==> src/rtl/ecc_pkg.sv <==
// ecc_pkg: state encoding and point-unit opcodes shared by scalar_multiplication
// and its bit scanner.
package ecc_pkg;

   typedef enum logic [2:0] {
      IDLE,
      SCAN,
      DBL_REQ,
      DBL_WAIT,
      ADD_REQ,
      ADD_WAIT,
      DONE
   } state_t;

   localparam logic OP_DBL = 1'b0;
   localparam logic OP_ADD = 1'b1;

   function automatic int idx_width(input int w);
      return w > 1 ? $clog2(w) : 1;
   endfunction

endpackage

==> src/rtl/scalar_bit_scanner.sv <==
// scalar_bit_scanner: holds the captured scalar and walks a bit index from n-1 down to 0,
// presenting the current bit and whether it is the last one.
module scalar_bit_scanner
   import ecc_pkg::*;
#(
   parameter int n = 10
) (
   input  logic         clk,
   input  logic         reset,
   input  logic         load,
   input  logic         step,
   input  logic [n-1:0] k,
   output logic         bit_set,
   output logic         last
);

   localparam int IW = idx_width(n);

   logic [n-1:0]  k_r;
   logic [IW-1:0] idx;

   always_ff @(posedge clk or negedge reset) begin
      if (!reset) begin
         k_r <= '0;
         idx <= '0;
      end else if (load) begin
         k_r <= k;
         idx <= IW'(n - 1);
      end else if (step && idx != '0) begin
         idx <= idx - IW'(1);
      end
   end

   assign bit_set = k_r[idx];
   assign last    = idx == '0;

endmodule

==> src/rtl/scalar_multiplication.sv <==
// scalar_multiplication: left-to-right double-and-add k*P driving an external point unit.
// Define ECC_SKIP_LEADING_ZEROS_EN to skip leading zero bits of k in the SCAN state.
module scalar_multiplication
   import ecc_pkg::*;
#(
   parameter int n = 10
) (
   input  logic         clk,
   input  logic         reset,
   input  logic         start,
   input  logic [n-1:0] k,
   input  logic [n-1:0] p,
   input  logic [n-1:0] a,
   input  logic [n-1:0] x,
   input  logic [n-1:0] y,
   output logic         busy,
   output logic         done,
   output logic [n-1:0] x_out,
   output logic [n-1:0] y_out,
   output logic         infinity,
   output logic         op_sel,
   output logic         op_reset,
   output logic [n-1:0] op_p,
   output logic [n-1:0] op_a,
   output logic [n-1:0] op_x1,
   output logic [n-1:0] op_y1,
   output logic [n-1:0] op_x2,
   output logic [n-1:0] op_y2,
   input  logic [n-1:0] op_x3,
   input  logic [n-1:0] op_y3,
   input  logic         op_result,
   input  logic         op_infinity
);

`ifdef ECC_SKIP_LEADING_ZEROS_EN
   localparam state_t FIRST = SCAN;
`else
   localparam state_t FIRST = DBL_REQ;
`endif

   state_t       state, state_nxt;
   logic [n-1:0] qx, qy, px, py, p_r, a_r, qx_nxt, qy_nxt;
   logic         q_inf, qinf_nxt, armed, armed_nxt;
   logic         load, step, bit_set, last, op_done, q_is_p;

   scalar_bit_scanner #(.n(n)) u_scan (
      .clk     (clk),
      .reset   (reset),
      .load    (load),
      .step    (step),
      .k       (k),
      .bit_set (bit_set),
      .last    (last)
   );

   assign op_done  = op_result | op_infinity;
   assign q_is_p   = qx == px && qy == py;
   assign busy     = state != IDLE;
   assign done     = state == DONE;
   assign op_reset = (state == DBL_REQ || state == ADD_REQ) && !q_inf;
   // Q==P cannot go through the chord formula, so it is issued as a doubling
   assign op_sel   = (state == ADD_REQ || state == ADD_WAIT) && !q_is_p ? OP_ADD : OP_DBL;
   assign op_p     = p_r;
   assign op_a     = a_r;
   assign op_x1    = qx;
   assign op_y1    = qy;
   assign op_x2    = px;
   assign op_y2    = py;

   always_comb begin
      state_nxt = state;
      qx_nxt    = qx;
      qy_nxt    = qy;
      qinf_nxt  = q_inf;
      armed_nxt = armed;
      load      = 1'b0;
      step      = 1'b0;
      case (state)
         IDLE: if (start) begin
            load      = 1'b1;
            qx_nxt    = '0;
            qy_nxt    = '0;
            qinf_nxt  = 1'b1;
            state_nxt = k == '0 ? DONE : FIRST;
         end
         SCAN: begin
            qx_nxt    = bit_set ? px : qx;
            qy_nxt    = bit_set ? py : qy;
            qinf_nxt  = bit_set ? 1'b0 : q_inf;
            step      = !bit_set || !last;
            state_nxt = !bit_set ? SCAN : last ? DONE : DBL_REQ;
         end
         DBL_REQ: begin
            armed_nxt = 1'b0;
            step      = q_inf && !bit_set && !last;
            state_nxt = !q_inf ? DBL_WAIT : bit_set ? ADD_REQ : last ? DONE : DBL_REQ;
         end
         DBL_WAIT: begin
            armed_nxt = 1'b1;
            if (armed && op_done) begin
               qx_nxt    = op_x3;
               qy_nxt    = op_y3;
               qinf_nxt  = op_infinity;
               step      = !bit_set && !last;
               state_nxt = bit_set ? ADD_REQ : last ? DONE : DBL_REQ;
            end
         end
         ADD_REQ: begin
            armed_nxt = 1'b0;
            qx_nxt    = q_inf ? px : qx;
            qy_nxt    = q_inf ? py : qy;
            qinf_nxt  = 1'b0;
            step      = q_inf && !last;
            state_nxt = !q_inf ? ADD_WAIT : last ? DONE : DBL_REQ;
         end
         ADD_WAIT: begin
            armed_nxt = 1'b1;
            if (armed && op_done) begin
               qx_nxt    = op_x3;
               qy_nxt    = op_y3;
               qinf_nxt  = op_infinity;
               step      = !last;
               state_nxt = last ? DONE : DBL_REQ;
            end
         end
         DONE:    state_nxt = IDLE;
         default: state_nxt = IDLE;
      endcase
   end

   always_ff @(posedge clk or negedge reset) begin
      if (!reset) begin
         state    <= IDLE;
         qx       <= '0;
         qy       <= '0;
         q_inf    <= 1'b0;
         armed    <= 1'b0;
         px       <= '0;
         py       <= '0;
         p_r      <= '0;
         a_r      <= '0;
         x_out    <= '0;
         y_out    <= '0;
         infinity <= 1'b0;
      end else begin
         state <= state_nxt;
         qx    <= qx_nxt;
         qy    <= qy_nxt;
         q_inf <= qinf_nxt;
         armed <= armed_nxt;
         if (load) begin
            px  <= x;
            py  <= y;
            p_r <= p;
            a_r <= a;
         end
         if (state_nxt == DONE) begin
            x_out    <= qx_nxt;
            y_out    <= qy_nxt;
            infinity <= qinf_nxt;
         end
      end
   end

endmodule

==> config.mk <==
export PLATFORM = sky130hd
export DESIGN_NAME = scalar_multiplication
export DESIGN_NICKNAME = d
export VERILOG_FILES = /design/src/rtl/ecc_pkg.sv /design/src/rtl/scalar_bit_scanner.sv /design/src/rtl/scalar_multiplication.sv
export SDC_FILE = /design/constraint.sdc
export NUM_CORES = 1
export LEC_CHECK = 0
export BUFFER_PORTS_ARGS = -buffer_cell sky130_fd_sc_hd__buf_2
export CORE_ASPECT_RATIO = 0.5
export CORE_MARGIN = 2
export CORE_UTILIZATION = 40
export CTS_CLUSTER_DIAMETER = 150
export DETAILED_ROUTE_END_ITERATION = 10
export GPL_TIMING_DRIVEN = 0
export MAX_ROUTING_LAYER = met4
export PLACE_DENSITY_LB_ADDON = 0.3
export SLEW_MARGIN = 15
export SYNTH_ARGS = -nofsm -noshare
export SYNTH_HDL_FRONTEND = slang
export SYNTH_SLANG_ARGS = --single-unit
==> constraint.sdc <==
create_clock -name clk -period 6.6 [get_ports clk]
set_clock_uncertainty 0.15 [all_clocks]
set_input_delay 0.66 -clock clk [delete_from_list [all_inputs] [get_ports clk]]
set_output_delay 0.66 -clock clk [all_outputs]
set_load 0.01 [all_outputs]
==> impl_metrics.py <==
metrics = {
    "run_status": {
        "status": "complete, no violations",
    },
    "timing": {
        "relSlewSlack": 0.548,
        "period_minus_slack_ns": 2.67,
        "max_freq_mhz": 374,
        "slew_violations": 0,
        "setup_slack_ns": 3.93,
        "period_share": 0.405,
        "holdWs_ns": 0.0163,
        "finalHoldViolCount": 0,
        "finalSetupViolations": 0,
        "tightestPinTransition_ns": 0.678,
        "grt_setup_unrepaired": "no",
        "tns_ns": 0,
    },
    "die": {
        "io_pins": 160,
        "rows": 27,
        "die_h_um": 80.2,
        "fp.dieW_um": 156,
        "core-area_um2": 11100,
        "initial_utilization": 0.417,
        "die-area_um2": 12500,
    },
    "detailed_routing": {
        "routed_wl_um": 11700,
        "drc": 0,
        "first_iter_violations": 180,
        "avgViaCountPerCell": 5.22,
        "firstDrtPassIters": 5,
        "vias": 3652,
        "wl_per_cell_um": 16.7,
        "ant_nets": 0,
    },
    "flow_run": {
        "maxCapViolCount": 0,
    },
    "place": {
        "placed_area_um2": 5660,
        "gp_congestion": 0.894,
        "post-place-ws_ns": 3.97,
        "place_hpwl_um": 8560,
        "io_buffers": 159,
        "placedCellCount": 684,
    },
    "clocking": {
        "root_buffer": "clkbuf_16",
        "clock_path_buffers": 2,
        "cts_resized": 0,
        "numCtsBuffers": 9,
        "cts_tree": "built",
        "clk_latency_ns": 0.34,
        "clk_transition_reported_paths_ns": 0.07,
        "cts_setup_buffers": 0,
        "cts_hold_buf": 0,
        "htreeDepth": 3,
        "cts_num_sinks": 100,
    },
    "synth": {
        "ys_types": 52,
        "avgSynthCellArea_um2": 12.3,
        "yosys_warnings": 0,
        "syn_area_um2": 4650,
        "ys_ff_latch": 100,
        "yosysSeqAreaShare": 0.539,
        "syn-num-nets": 455,
        "synth_ff_type": "dfrtp_1",
        "syn_inst": 379,
        "async_flop_share": 1.00,
        "synth_edf_count": 0,
    },
    "cells_and_area": {
        "antenna_cells": 0,
        "drive_above_1_share": 0.456,
        "nNetsFinal": 626,
        "area.growth.synth_to_final_pct": 27.9,
        "final_cell_area_um2": 5940,
        "final_cells": 700,
    },
    "critical_path": {
        "arrival_ns": 1.86,
        "r2r_setup_slack_ns": 3.96,
        "crit_path_end_kind": "primary output",
        "startpoint_type": "register",
        "path_cells": "xor2_1, nor4_1, nand3_1, o31a_1, buf_2",
        "crit_fanout": 3,
        "slowest_delay_ns": 0.40,
        "cp_slowest_cell": "dfrtp_1",
        "cp.required_ns": 5.79,
        "critPathKind": "reg -> out",
    },
    "min_path": {
        "hp-class": "in -> async",
    },
    "pwr": {
        "power_density_nw_per_um2": 478,
        "power.leakage_nw": 3.12,
        "ir_drop_v": 0.000199,
    },
    "global_route": {
        "grt_pass1_wl_um": 18700,
        "grt_pass1_vias": 3643,
        "grt_util_all_layers": 0.198,
        "grt_max_degree": 77,
        "grt_overflow": 0,
        "antenna_found_initial": 0,
    },
}
## cell type report
class                      instances  area [um^2]
buffer                            23          130
clock buffer                       9          225
clock inverter                     7         60.1
fill                            1055         5200
inverter                          43          161
multi-input combinational        213         1850
sequential                       100         2500
tap                              145          181
timing repair buffer             160          830
## final timing paths
| check | depth (start not counted) | startpoint | end |
|---|---|---|---|
| min reg2reg | 1 | op_p[5] | op_p[5] |
| max | 5 | op_y1[3] | op_sel |
| max in group asynchronous | 2 | reset | u_scan.k_r[6] |
| max reg2reg | 8 | u_scan.idx[2] | x_out[8] |
| min in group clk | 1 | op_p[5] | op_p[5] |
| min | 1 | reset | op_p[6] |
## cell families (layout without fill, tap and decap cells)
logic type | count (synthesis) | after routing | share of synthesized area
XOR/XNOR | 21 | 21 | 0.0396
AND/OR/NAND/NOR | 50 | 50 | 0.0544
adder cells (fa/ha/maj) | 1 | 1 | 0.00269
AO/OA/AOI/OAI | 60 | 60 | 0.112
multiplexers | 81 | 81 | 0.190
buffers and inverters | 66 | 242 | 0.0627
flip-flops | 100 | 100 | 0.539
## through the flow
stage                      util  total power [mW]
final                     0.533              2.84
after detailed placement  0.508              2.35
after floorplan               -              1.90
after CTS                 0.533              2.86
after global placement    0.504              2.32
after global routing      0.533              3.03
## cell usage after synthesis (2+ instances only)
cell	count	area [um^2]
buf_2	11	55.1
nand3_1	3	15.0
nor3b_1	3	22.5
a211oi_1	2	15.0
nand2_1	14	52.6
nor4_1	5	31.3
o21ai_0	6	30.0
a31oi_1	2	12.5
a21oi_1	7	35.0
mux2_2	54	608
xor2_1	12	105
dfrtp_1	100	2500
buf_1	2	7.51
a311oi_1	2	17.5
mux2i_1	26	260
or2_2	2	12.5
nor2_1	11	41.3
xnor2_1	9	78.8
or3_1	3	18.8
buf_6	4	45.0
a222oi_1	20	200
clkbuf_1	6	22.5
inv_1	43	161
nand4_1	3	18.8
a21o_1	2	15.0
## flip-flops by register name (all words and copies together) (netlist names)
signal / flops
op_y2: 10
x_out: 10
op_p: 10
op_y1: 10
op_x2: 10
armed: 1
u_scan.k_r: 10
op_x1: 10
op_a: 10
q_inf: 1
infinity: 1
u_scan.idx: 4
state: 3
y_out: 10
## where the power goes
group / total (mW) / internal (mW) / switching [mW]
logic: 1.29 / 0.619 / 0.673
clock network: 0.509 / 0.261 / 0.248
registers: 1.04 / 0.861 / 0.178
total: 2.84 / 1.74 / 1.10
## per-layer routing
metal,wire length (um),global-route usage,up-vias
li1,-,-,1707
met3,573,0.0372,15
met1,5080,0.250,1813
met2,5880,0.331,117
met5,0,-,-
met4,172,0.0541,0
## placed cells by master, fill, tap and decap left out, types with 6 or more instances in the layout
master / synthesis / final
nor2_1: 11 / 11
mux2i_1: 26 / 26
o21ai_0: 6 / 6
xor2_1: 12 / 12
nand2_1: 14 / 14
clkbuf_16: 0 / 9
a21oi_1: 7 / 7
dfrtp_1: 100 / 100
mux2_2: 54 / 54
inv_1: 43 / 43
xnor2_1: 9 / 9
clkbuf_1: 6 / 6
buf_2: 11 / 169
a222oi_1: 20 / 20
## critical path, delay by kind of cell (launching register included)
family,cells,cell delay (ns)
flops,1,0.40
simple gates,2,0.54
compound gates,1,0.26
buf+inv,1,0.14
xor+xnor,1,0.17
Note: power is estimated with default switching activity, not from simulation.
